### src/rtl/helix_pb_pkg.sv
`default_nettype none
// +----------------------------------------------------------------------+
// | helix_pb_pkg                                                         |
// | Shared register offsets, shifter states and STATUS bit positions     |
// | for the PicoBlaze-attached SPI master.                               |
// | Revision: 1.0                                                        |
// +----------------------------------------------------------------------+
package helix_pb_pkg;

   localparam logic [1:0] OFF_TX   = 2'd0;
   localparam logic [1:0] OFF_RX   = 2'd1;
   localparam logic [1:0] OFF_STAT = 2'd2;
   localparam logic [1:0] OFF_CS   = 2'd3;

   typedef logic [1:0] spi_state_t;
   localparam spi_state_t ST_IDLE     = 2'd0;
   localparam spi_state_t ST_SHIFT_LO = 2'd1;
   localparam spi_state_t ST_SHIFT_HI = 2'd2;
   localparam spi_state_t ST_FINISH   = 2'd3;

   localparam int STAT_BUSY = 0;
   localparam int STAT_DONE = 1;
   localparam int STAT_OVR  = 2;

endpackage
`default_nettype wire

### src/rtl/helix_spi_shifter.sv
`default_nettype none
// +----------------------------------------------------------------------+
// | helix_spi_shifter                                                    |
// | Mode-0 8-bit SPI shift engine: SCLK divider, bit FSM, shift register |
// | and two-flop MISO synchroniser.                                      |
// | Revision: 1.0                                                        |
// +----------------------------------------------------------------------+
module helix_spi_shifter
   import helix_pb_pkg::*;
#(
   parameter int CLK_DIV = 4
) (
   input  logic       clk_i,
   input  logic       rst_n_i,
   input  logic       start,
   input  logic [7:0] tx,
   input  logic       miso_i,
   output logic [7:0] rx,
   output logic       busy,
   output logic       done,
   output logic       sclk_o,
   output logic       mosi_o
);

   localparam logic [7:0] C_DIV_RELOAD = 8'(CLK_DIV - 1);

   spi_state_t r_state;
   logic [7:0] r_div;
   logic [2:0] r_bitcnt;
   logic [7:0] r_shreg;
   logic [1:0] r_miso_sync;
   logic       r_sample;
   logic [7:0] r_rx;
   logic       r_busy;
   logic       r_sclk;
   logic       r_mosi;
   logic       w_div_end;

   assign w_div_end = (r_div == 8'd0);

   always_ff @(posedge clk_i or negedge rst_n_i) begin
      if (!rst_n_i) begin
         r_miso_sync <= 2'b00;
      end else begin
         r_miso_sync <= {r_miso_sync[0], miso_i};
      end
   end

   // The divider reloads on every state change, so each half-period is exactly CLK_DIV cycles.
   always_ff @(posedge clk_i or negedge rst_n_i) begin
      if (!rst_n_i) begin
         r_state  <= ST_IDLE;
         r_div    <= C_DIV_RELOAD;
         r_bitcnt <= 3'd0;
         r_shreg  <= 8'h00;
         r_sample <= 1'b0;
         r_rx     <= 8'h00;
         r_busy   <= 1'b0;
         r_sclk   <= 1'b0;
         r_mosi   <= 1'b0;
      end else begin
         case (r_state)
            ST_IDLE: begin
               if (start) begin
                  r_shreg  <= tx;
                  r_mosi   <= tx[7];
                  r_busy   <= 1'b1;
                  r_bitcnt <= 3'd0;
                  r_div    <= C_DIV_RELOAD;
                  r_state  <= ST_SHIFT_LO;
               end
            end
            ST_SHIFT_LO: begin
               if (w_div_end) begin
                  r_sclk   <= 1'b1;
                  r_sample <= r_miso_sync[1];
                  r_div    <= C_DIV_RELOAD;
                  r_state  <= ST_SHIFT_HI;
               end else begin
                  r_div <= r_div - 8'd1;
               end
            end
            ST_SHIFT_HI: begin
               if (w_div_end) begin
                  r_sclk   <= 1'b0;
                  r_shreg  <= {r_shreg[6:0], r_sample};
                  r_mosi   <= r_shreg[6];
                  r_bitcnt <= r_bitcnt + 3'd1;
                  r_div    <= C_DIV_RELOAD;
                  r_state  <= (r_bitcnt == 3'd7) ? ST_FINISH : ST_SHIFT_LO;
               end else begin
                  r_div <= r_div - 8'd1;
               end
            end
            ST_FINISH: begin
               r_rx    <= r_shreg;
               r_busy  <= 1'b0;
               r_div   <= C_DIV_RELOAD;
               r_state <= ST_IDLE;
            end
            default: r_state <= ST_IDLE;
         endcase
      end
   end

   assign rx     = r_rx;
   assign busy   = r_busy;
   assign done   = (r_state == ST_FINISH);
   assign sclk_o = r_sclk;
   assign mosi_o = r_mosi;

endmodule
`default_nettype wire

### src/rtl/helix_pb_spi.sv
`default_nettype none
// +----------------------------------------------------------------------+
// | helix_pb_spi                                                         |
// | PicoBlaze port-mapped SPI master: address decode, CS register,       |
// | sticky flags and registered in_port read mux.                        |
// | Revision: 1.0                                                        |
// +----------------------------------------------------------------------+
module helix_pb_spi
   import helix_pb_pkg::*;
#(
   parameter logic [7:0] BASE_ADDR = 8'h00,
   parameter int         CLK_DIV   = 4,
   parameter int         NUM_CS    = 4
) (
   input  logic              clk_i,
   input  logic              rst_n_i,
   input  logic [7:0]        port_id,
   input  logic [7:0]        out_port,
   input  logic              write_strobe,
   input  logic              k_write_strobe,
   input  logic              read_strobe,
   output logic [7:0]        in_port,
   output logic              sclk_o,
   output logic              mosi_o,
   input  logic              miso_i,
   output logic [NUM_CS-1:0] cs_n_o
);

   localparam logic [7:0] C_CS_MASK = 8'((1 << NUM_CS) - 1);

   logic       w_sel;
   logic [1:0] w_off;
   logic       w_tx_req;
   logic       w_cs_req;
   logic       w_rd_rx;
   logic       w_rd_stat;
   logic       w_start;
   logic       w_ovr_set;
   logic       w_busy;
   logic       w_done_pulse;
   logic [7:0] w_rx;
   logic [7:0] w_status;
   logic [7:0] w_rd_data;

   logic [7:0] r_cs;
   logic       r_done;
   logic       r_ovr;
   logic [7:0] r_in_port;

   assign w_sel = (port_id[7:2] == BASE_ADDR[7:2]);
   assign w_off = port_id[1:0];

   // OUTPUTK sees only port_id[3:0]; a coincident OUTPUT strobe takes priority.
   assign w_tx_req = (write_strobe && w_sel && (w_off == OFF_TX))
                  || (k_write_strobe && !write_strobe
                      && (port_id[3:2] == BASE_ADDR[3:2]) && (w_off == OFF_TX));
   assign w_cs_req  = write_strobe && w_sel && (w_off == OFF_CS);
   assign w_rd_rx   = read_strobe && w_sel && (w_off == OFF_RX);
   assign w_rd_stat = read_strobe && w_sel && (w_off == OFF_STAT);
   assign w_start   = w_tx_req && !w_busy;
   assign w_ovr_set = (w_tx_req || w_cs_req) && w_busy;

   helix_spi_shifter #(
      .CLK_DIV (CLK_DIV)
   ) u_shifter (
      .clk_i   (clk_i),
      .rst_n_i (rst_n_i),
      .start   (w_start),
      .tx      (out_port),
      .miso_i  (miso_i),
      .rx      (w_rx),
      .busy    (w_busy),
      .done    (w_done_pulse),
      .sclk_o  (sclk_o),
      .mosi_o  (mosi_o)
   );

   always_ff @(posedge clk_i or negedge rst_n_i) begin
      if (!rst_n_i) begin
         r_cs   <= 8'hFF;
         r_done <= 1'b0;
         r_ovr  <= 1'b0;
      end else begin
         if (w_cs_req && !w_busy) begin
            r_cs <= out_port;
         end
         // Setting always beats clear-on-read.
         if (w_done_pulse) begin
            r_done <= 1'b1;
         end else if (w_start || w_rd_rx) begin
            r_done <= 1'b0;
         end
         if (w_ovr_set) begin
            r_ovr <= 1'b1;
         end else if (w_rd_stat) begin
            r_ovr <= 1'b0;
         end
      end
   end

   always_comb begin
      w_status            = 8'h00;
      w_status[STAT_BUSY] = w_busy;
      w_status[STAT_DONE] = r_done;
      w_status[STAT_OVR]  = r_ovr;
   end

   always_comb begin
      w_rd_data = 8'h00;
      if (w_sel) begin
         case (w_off)
            OFF_RX:   w_rd_data = w_rx;
            OFF_STAT: w_rd_data = w_status;
            OFF_CS:   w_rd_data = r_cs & C_CS_MASK;
            default:  w_rd_data = 8'h00;
         endcase
      end
   end

   always_ff @(posedge clk_i or negedge rst_n_i) begin
      if (!rst_n_i) begin
         r_in_port <= 8'h00;
      end else begin
         r_in_port <= w_rd_data;
      end
   end

   assign in_port = r_in_port;
   assign cs_n_o  = r_cs[NUM_CS-1:0];

endmodule
`default_nettype wire

### config.mk
export PLATFORM = sky130hd
export DESIGN_NAME = helix_pb_spi
export DESIGN_NICKNAME = d
export VERILOG_FILES = /design/src/rtl/helix_pb_pkg.sv /design/src/rtl/helix_spi_shifter.sv /design/src/rtl/helix_pb_spi.sv
export SDC_FILE = /design/constraint.sdc
export NUM_CORES = 1
export LEC_CHECK = 0
export CAP_MARGIN = 20
export CORE_MARGIN = 1.5
export CORE_UTILIZATION = 35
export CTS_CLUSTER_DIAMETER = 80
export CTS_CLUSTER_SIZE = 8
export DETAILED_ROUTE_END_ITERATION = 8
export SYNTH_ARGS = -nofsm -noshare
export SYNTH_HDL_FRONTEND = slang
export SYNTH_HIERARCHICAL = 1
export SYNTH_SLANG_ARGS = --single-unit
### constraint.sdc
create_clock -name clk_i -period 1.6 [get_ports clk_i]
set_input_delay 0.48 -clock clk_i [delete_from_list [all_inputs] [get_ports clk_i]]
set_output_delay 0.48 -clock clk_i [all_outputs]
set_load 0.03 [all_outputs]
Yosys cells after proc, flatten, opt, wreduce, memory -nomap -nowiden
Cells that the tools add are included.

word-level totals
  output and inout port bits = 14
  register bits after elaboration = 49
  input port bits = 22

operators by class
  reductions and logical operators = 33
  add/sub/neg operators = 2
  multiplexer cells = 28
  equal/unequal tests = 10

operators by type and width
  operator                                                number
  one-hot mux 8 bit (3 select lines)                      2
  2-to-1 mux 8 bit                                        5
  one-hot mux 8 bit (2 select lines)                      1
  logical AND 1 bit                                       12
  nonzero test 2 bit                                      5
  2-to-1 mux 1 bit                                        9
  AND reduction 3 bit                                     3
  equality test 2 bit (second input constant)             4
  logical NOT 8 bit                                       1
  2-to-1 mux 2 bit                                        4
  one-hot mux 2 bit (4 select lines)                      1
  subtractor 8 x 1 -> 8 bit (second input constant)       1
  logical NOT 2 bit                                       3
  logical NOT 6 bit                                       1
  2-to-1 mux 3 bit                                        2
  one-hot mux 1 bit (2 select lines)                      3
  one-hot mux 3 bit (2 select lines)                      1
  equality test 2 x 1 -> 1 bit (second input constant)    2
  inequality test 2 x 1 -> 1 bit (second input constant)  2
  AND reduction 2 bit                                     2
  adder 3 x 1 -> 3 bit (second input constant)            1
  equality test 3 bit (second input constant)             1
  logical OR 1 bit                                        3
  logical NOT 1 bit                                       2
  2 further kinds                                         2

Longest topological paths before layout
Gate-level depths: netlist of run 1.

  depth after elaboration = 9
  depth in mapped cells = 10
  depth with buffers taken out = 8

Hierarchy
The synthesis of run 1 kept the hierarchy.

by module, submodules not included
  module             times used  area an instance (um^2)  cells each  seq. area each (um^2)
  helix_spi_shifter  1           1667.8                   153         853.3
  helix_pb_spi       1           668.1                    52          355.3

Worst setup path after synthesis of run 1
Ideal clock, no wire load.

  kind = input to register
  start point = input port_id[5]
  end point = register u_shifter.r_bitcnt[0]
  stages on the path = 10
  arrival time = 2.040 ns
  required time = 1.478 ns
  library setup time = 0.122 ns
  slack = -0.562 ns
  path through = nor4_4 > mux2_2 > nand3b_1 > inv_1 > nand2b_1 > clkbuf_1 > nand4_2 > buf_6 > nand3_1 > o21ai_1

between the ends
  cells in the longest elaborated chain, start to end = 7

ends and longest elaborated chain
  item                             RTL line                 text
  start, declared                  helix_pb_spi.sv:17       input logic [7:0] port_id,
  logical NOT 6 bit                helix_pb_spi.sv:50       assign w_sel = (port_id[7:2] == BASE_ADDR[7:2]);
  logical AND 1 bit (2 in a row)   helix_pb_spi.sv:54       assign w_tx_req = (write_strobe && w_sel && (w_off == OFF_TX))
  logical OR 1 bit                 helix_pb_spi.sv:55       || (k_write_strobe && !write_strobe
  logical AND 1 bit                helix_pb_spi.sv:60       assign w_start = w_tx_req && !w_busy;
  named net w_start                helix_pb_spi.sv:37       logic w_start;
  inequality test 2 bit (no line)  n/a
  AND reduction 3 bit (no line)    n/a
  end signal, assigned             helix_spi_shifter.sv:88  r_bitcnt <= r_bitcnt + 3'd1;
  end, declared                    helix_spi_shifter.sv:29  logic [2:0] r_bitcnt;

The timed path passes the listed nets, and every way through them passes these cells.
A chain may end at the register's enable or synchronous reset.

Final worst setup path of run 1
  start point = input port_id[4]
  end point = register u_shifter.r_shreg[5]

between the ends
  cells in the longest elaborated chain, start to end = 7

ends and longest elaborated chain
  item                             RTL line                 text
  logical NOT 6 bit                helix_pb_spi.sv:50
  logical AND 1 bit (2 in a row)   helix_pb_spi.sv:54
  logical OR 1 bit                 helix_pb_spi.sv:55
  logical AND 1 bit                helix_pb_spi.sv:60
  named net w_start                helix_pb_spi.sv:37
  inequality test 2 bit (no line)  n/a
  AND reduction 3 bit (no line)    n/a
  end signal, assigned             helix_spi_shifter.sv:65  r_shreg <= tx;
  end signal, assigned             helix_spi_shifter.sv:86  r_shreg <= {r_shreg[6:0], r_sample};
  end, declared                    helix_spi_shifter.sv:30  logic [7:0] r_shreg;

The timed path passes the listed nets, and every way through them passes these cells.

==> results of run 1 <==
[cell usage in the layout (no fill, tap or decap), drive strengths merged, types with 3 or more instances in the layout]
cell	netlist	final
nor2	16	16
ha	7	7
clkbuf	3	8
o21ai	9	9
o22ai	8	8
dfrtp	42	42
dfstp	6	6
a22o	3	3
a2bb2oi	3	3
nor3	3	3
nand3	7	7
mux2	18	18
nor4	5	5
dlygate4sd2	0	9
clkdlybuf4s50	0	10
and2	5	5
inv	6	7
or2	2	3
buf	5	67
a22oi	3	3
a21oi	14	14
nand4	5	5
nand2	16	16
[power groups by stage]
stage          registers (mW)  logic (mW)  clock network, mW
3_3_place_gp             1.85        1.97                  0
6_report                 1.88        2.65              0.898
3_5_place_dp             1.87        2.00                  0
2_1_floorplan            1.91        1.24                  0
4_1_cts                  1.86        2.47              0.932
5_1_grt                  1.93        2.87              0.971
[critical path: stages]
cell and delay [ps]:
buf_6 90, nor4_4 290, mux2_4 210, nand3b_1 110, inv_2 120, buf_6 100
nand2b_4 130, nand4_4 130, buf_12 180, o22ai_2 120, a21oi_2 50
[registers in the layout (all words and copies together), names as in the netlist, 2 cells and up]
signal and cells:
in_port 8, r_cs 4, u_shifter/r_bitcnt 3, u_shifter/r_div 8, u_shifter/r_miso_sync 2, u_shifter/r_shreg 7, u_shifter/r_state 2, u_shifter/rx 8
[metrics by stage]
stage | hold WS (ps) | util (%) | setup TNS [ps] | instance area, µm²
final | 148 | 56.0 | -3190 | 3580
after detailed placement | 335 | 47.6 | -22830 | 3040
after floorplan | 184 | - | -4830 | 2390
after CTS | 151 | 53.8 | -1910 | 3430
after global routing | 162 | 56.0 | -5200 | 3580
after global placement | 333 | 47.6 | -22730 | 3040
[layer usage]
layer / share of wire, % / vias to the layer above / global-route usage, % / wire length [µm]
li1: - / 938 / - / -
met1: 44 / 956 / 20.9 / 2520
met2: 50 / 40 / 25.9 / 2860
met3: 4.2 / 7 / 3.74 / 238
met4: 1.4 / 0 / 5.43 / 80
met5: 0 / - / 0 / 0
[kinds of logic after synthesis]
logic type / Yosys count / share of synthesized area, %
compound gates: 46 / 12.4
fa+ha+maj: 7 / 3.75
buf+inv: 14 / 3.53
flops: 48 / 51.7
mux: 19 / 9.91
simple gates: 71 / 18.6
[worst paths after layout]
path / startpoint / endpoint / slack (ps) / depth (start not counted)
max: port_id[4] / u_shifter/r_shreg[5] / -210 / 11
min: rst_n_i / u_shifter/r_miso_sync[0] / 150 / 2
max reg2reg: u_shifter/r_div[4] / u_shifter/r_shreg[5] / -110 / 6
min reg2reg: u_shifter/r_miso_sync[0] / u_shifter/r_miso_sync[1] / 360 / 0
max in group asynchronous: rst_n_i / r_cs[3] / 1180 / 2
min in group clk_i: u_shifter/r_miso_sync[0] / u_shifter/r_miso_sync[1] / 360 / 0
[area by class of cell]
type                       count  area, µm²
tap                           77       96.3
timing repair buffer          91        837
sequential                    48       1210
clock buffer                   5       68.8
multi-input combinational    144       1300
fill                         544       2810
clock inverter                 3       46.3
inverter                       6       22.5
[cells in the mapped netlist, types with 2 or more instances]
cell	count
nand4_1	4
nor2_1	16
o21ai_0	7
a2bb2oi_1	3
mux2_2	13
nor3_1	3
o21ai_1	2
nor4_4	3
ha_1	7
inv_1	6
o22ai_1	8
dfrtp_1	42
a21oi_1	14
nand2_1	16
nor2b_1	2
buf_6	4
and2_1	4
or2_2	2
nor4_1	2
nand3b_1	2
dfstp_2	6
clkbuf_1	3
a22oi_1	3
a22o_1	3
nand3_1	7
mux2_4	5
[what timing repair did]
item                                    in CTS  in global routing
cloned                                       1                  2
endpoints found under the setup margin      43                 29
pin swaps                                   18                 19
gates resized for setup                     93                 19
buffers inserted                            14                  5
==> key figures, run 1 <==
Timing
  • Count of pins over their slew limit: 0
  • Final worst slack: -212 ps
  • Tmin final: between 1500 and 2000 ps
  • Unrepaired setup endpoints after global routing: true
  • Final Hold Viols: 0
  • FMAX: 0.552 GHz
  • Setup violators final: 23
  • Final period utilization: 113%
  • Slew margin rel.: 66.6%
  • Clock skew: approximately 6.5 ps
  • Worst Tran Pin Value: about 500 ps

Route
  • Via density: between 5 and 6
  • Wire per inst: approximately 15 µm
  • Final ANT Viol Nets: 0
  • Final Routed Wirelength: about 5700 µm
  • DRC: 0
  • Initial DRC count: 49
  • Via count: 1941
  • Drt pass-1 iters: 4

Run status
  • Violated checks: setup timing
  • Outcome: finished, violations left

Die
  • Starting density of the core: a little over a third
  • Die Y: 84.7 µm
  • Number of I/O pins: 36
  • Row cnt: 29
  • DIE AREA: roughly 7200 µm²
  • Die width: between 80 and 90 µm
  • Core Area: between 6000 and 7000 µm²

Clock network
  • Clk sinks: 48
  • CTS Hold Bufs: 0
  • H-tree Lvls: 2
  • Clock buffer depth: 2
  • CTS Buf Count: 5
  • TritonCTS clock tree: yes
  • Clock Root Buffer: clkbuf_8
  • Later-pin clock latency in the skew report: roughly 300 ps
  • Clk slew on worst S/H paths: 90 ps

Pwr
  • Leak: 1.67 nW
  • P_int: 3.45 mW
  • Net Sw Frac: 36.4%
  • PD cells: roughly 1500 nW/µm²
  • Tot Pwr: roughly 5.4 mW
  • Worst VDD drop: approximately 0.71 mV
  • Sw Pwr: 1.98 mW
  • Clock power share: between 10% and 20%
  • Combinational power share: between 40% and 50%
  • Sequential share of power: a little over a third

Logic synthesis
  • Cells after synthesis: just over 200
  • EDFF count, synth: 0
  • Syn. warnings: 6
  • Synth area leaders: dfrtp_1, dfstp_2, mux2_2, ha_1, mux2_4
  • Cell taking the most area after synthesis: dfrtp_1
  • Avg Cell Area, Syn: roughly 11 µm²
  • Post-synth ARST share: 100%
  • Synthesized net count: about 230
  • Synth unique cells: 44
  • Main flop type after synthesis: dfrtp_1
  • Flops & latches, synth: between 40 and 50
  • Share of the synthesized area in the top cell type: around 45%
  • Register area share after synthesis: roughly 52%
  • Syn Std Cell Area: around 2300 µm²

Global route
  • Total Routing Usage GR: 15.9%
  • Largest net degree at the start of global routing: between 40 and 50
  • Vias in the first global route: ~1900
  • GR Overflow Total: 0
  • Initial antenna violation count: 0
  • Global-route wire length before repair: roughly 9000 µm

Place
  • DP Wirelength: roughly 3500 µm
  • Gpl congestion: ~0.82
  • Place WS: -866 ps
  • IO Port Bufs: 35
  • Placed cells: approximately 350

Critical path
  • Critical path data arrival time: roughly 2000 ps
  • Worst setup path class: input pin to flop
  • Critical Path End Type: flop
  • CP max FO: 5
  • CP Data Required Time: 1800 ps
  • CP Launch Type: input pin

Finish
  • Layout Cells excl Fill: roughly 370
  • Final nets: between 300 and 400
  • Area growth from synthesis to final layout: 53.2%
  • Layout cells sized above 1: between 50 and 60%
  • N_diodes: 0

Hold path
  • Worst Hold Class: input pin to async pin

Flow run
  • Max-cap violations: 0
No activity file was read; power rests on OpenSTA's default activity.
==> run 2: changes to the inputs <==
--- a/config.mk
+++ b/config.mk
@@ -7,10 +7,11 @@
 export LEC_CHECK = 0
 export CAP_MARGIN = 20
 export CORE_MARGIN = 1.5
-export CORE_UTILIZATION = 35
+export CORE_UTILIZATION = 45
 export CTS_CLUSTER_DIAMETER = 80
 export CTS_CLUSTER_SIZE = 8
 export DETAILED_ROUTE_END_ITERATION = 8
+export PLACE_DENSITY = 0.71
 export SYNTH_ARGS = -nofsm -noshare
 export SYNTH_HDL_FRONTEND = slang
 export SYNTH_HIERARCHICAL = 1
==> run 2 against run 1 <==
The flow still finishes with violations (setup timing). Non-clock buffer count shrank 11. Via count grew 1.4%. Register-to-register slack is essentially flat. First-iteration DRC count grew to 3.2 times the previous value. Total power fell by 2.2%. Critical path depth stayed put. Die area fell by 21%. Sequential cell count unchanged. Clock skew rose by 1.8 ps. Final area fell by 4.6%. Critical path type unchanged. Largest cell class unchanged. Largest power group unchanged.
==> key figures, run 2 (same netlist as run 1, synthesis figures left out) <==
Run status
  • Outcome: finished, violations left
  • Violated checks: setup timing

Critical path
  • CP Launch Type: input pin
  • Reg2Reg Capture Point: u_shifter/r_div[7]
  • CP max FO: 8
  • Flop2flop setup slack: -120 ps
  • Critical Path End Type: flop
  • Critical Path Slowest Stage Cell: nor4_4
  • CP peak stage delay: roughly 270 ps
  • Worst R2R Path Depth: 6
  • Crit-path cells: buf_8 -> nor4_4 -> mux2_4 -> nand3b_1 -> inv_2 -> buf_6 -> nand2b_4 -> buf_12 -> nand4_4 -> o22ai_4 -> a21oi_2
  • Critical path data arrival time: about 2100 ps
  • Worst setup path class: input pin to flop
  • CP Data Required Time: around 1800 ps
  • Crit Reg-Reg Startpoint: u_shifter/r_state[1]

Finish
  • Layout cells sized above 1: 44.1%
  • Area growth from synthesis to final layout: 46.2%
  • Finished Cell Area: 3410 µm²
  • Most common cell after layout, fill and taps aside: dfrtp_1
  • Footprint of the multi-input gates: approximately 1300 µm²
  • Final-layout fill cell count: between 300 and 400
  • Commonest non-fill, non-tap cells in the layout: dfrtp_1, buf_4, nor2_1
  • Sequential Area: 1210 µm²
  • N_diodes: 0
  • Final nets: ~320

Die
  • Row cnt: 26
  • Number of I/O pins: 36
  • Die width: about 75 µm
  • Starting density of the core: a little under half
  • Core Area: between 5000 and 6000 µm²
  • DIE AREA: 5630 µm²
  • Die Y: 75.1 µm

Place
  • Dpl cell area: around 3000 µm²
  • Place WS: -873 ps
  • DP Wirelength: approximately 3500 µm
  • Gpl congestion: about 0.8
  • IO Port Bufs: 35

Timing
  • Hold slack: between 100 and 150 ps
  • Final period utilization: 117%
  • Count of pins over their slew limit: 0
  • Worst Tran Pin Value: just over 500 ps
  • Slew margin rel.: around two thirds
  • FMAX: 0.534 GHz
  • Clock skew: just over 8 ps
  • Setup violators final: 22
  • Unrepaired setup endpoints after global routing: true
  • Tmin final: 1870 ps
  • Final Hold Viols: 0
  • Final worst slack: -272 ps

Clock network
  • Later-pin clock latency in the skew report: 310 ps
  • Clock buffer depth: 2
  • Clock Root Buffer: clkbuf_8
  • CTS Buf Count: 5
  • Clk sinks: between 40 and 50
  • H-tree Lvls: 2
  • TritonCTS clock tree: yes
  • Clk slew on worst S/H paths: about 100 ps

Route
  • DRC: 0
  • Via density: 5.50
  • Initial DRC count: roughly 160
  • Via count: about 2000
  • Wire per inst: between 15 and 20 µm
  • Final ANT Viol Nets: 0
  • Final Routed Wirelength: roughly 5800 µm
  • Drt pass-1 iters: 4

Global route
  • Vias in the first global route: approximately 1900
  • GR Overflow Total: 0
  • Largest net degree at the start of global routing: between 40 and 50
  • Initial antenna violation count: 0
  • Global-route wire length before repair: 9200 µm
  • Total Routing Usage GR: 22.2%

Pwr
  • Worst VDD drop: between 0.9 and 1 mV
  • PD cells: approximately 1600 nW/µm²
  • Leak: 1.58 nW

Hold path
  • Worst Hold Class: input pin to async pin

Flow run
  • Max-cap violations: 0
run 2: changes by cell type in the layout (fill, tap and decap cells not counted), moves of 3 or more:
cell and change:
buf_6 -6, buf_2 -4, a21oi_1 +3, a21oi_2 -3, o21ai_1 -3
run 2: routing by layer:
layer	global-route usage [%]	share of wire, %
met1	27.5	41
met2	38.1	53
met3	4.95	4.1
met4	8.08	1.4
met5	0	0
run 2: area by class of cell:
cell class	instances	area share, %
clock buffer	5	2.02
multi-input combinational	146	37.4
sequential	48	35.4
inverter	6	0.660
tap	70	2.57
timing repair buffer	80	20.6
clock inverter	3	1.39
run 2: metrics by stage:
step / total power [mW] / utilization (%) / instances / TNS (ps)
finish: 5.31 / 67.7 / 358 / -3950
global route: 5.64 / 67.7 / 358 / -6480
CTS: 5.25 / 66.8 / 357 / -2620
detailed placement: 3.88 / 59.9 / 338 / -22230
global placement: 3.82 / 59.9 / 338 / -21320
floorplan: 3.15 / - / 205 / -4830
run 2: how the worst max path moves through the flow:
stage,startpoint,end,slack [ps],cells past startpoint
floorplan,port_id[6],u_shifter/r_bitcnt[0],-300,10
detailed placement,port_id[6],u_shifter/r_state[1],-870,9
global route,port_id[4],u_shifter/r_shreg[5],-380,11
finish,port_id[4],u_shifter/r_shreg[5],-270,11
global placement,port_id[6],u_shifter/r_state[1],-800,9
CTS,port_id[5],u_shifter/r_state[1],-220,9
run 2: repair_timing:
action / 4_1_cts / 5_1_grt
cloned: 3 / 0
hold buffers: 0 / 0
pin swaps: 12 / 9
resized for setup: 72 / 12
endpoints found under the setup margin: 42 / 23
setup buffers: 9 / 2
hold endpoints to repair: 0 / 0
run 2: power by group:
part	internal (mW)	total (mW)	switching, mW	leakage [nW]
Clock	0.471	0.899	0.428	0.0583
Sequential	1.58	1.88	0.298	0.608
Combinational	1.28	2.53	1.25	0.916
run 2: critical path, delay by kind of cell:
kind / cells / cell delay (ps)
buf+inv: 4 / 420
simple gates: 4 / 710
mux: 1 / 200
compound gates: 2 / 260
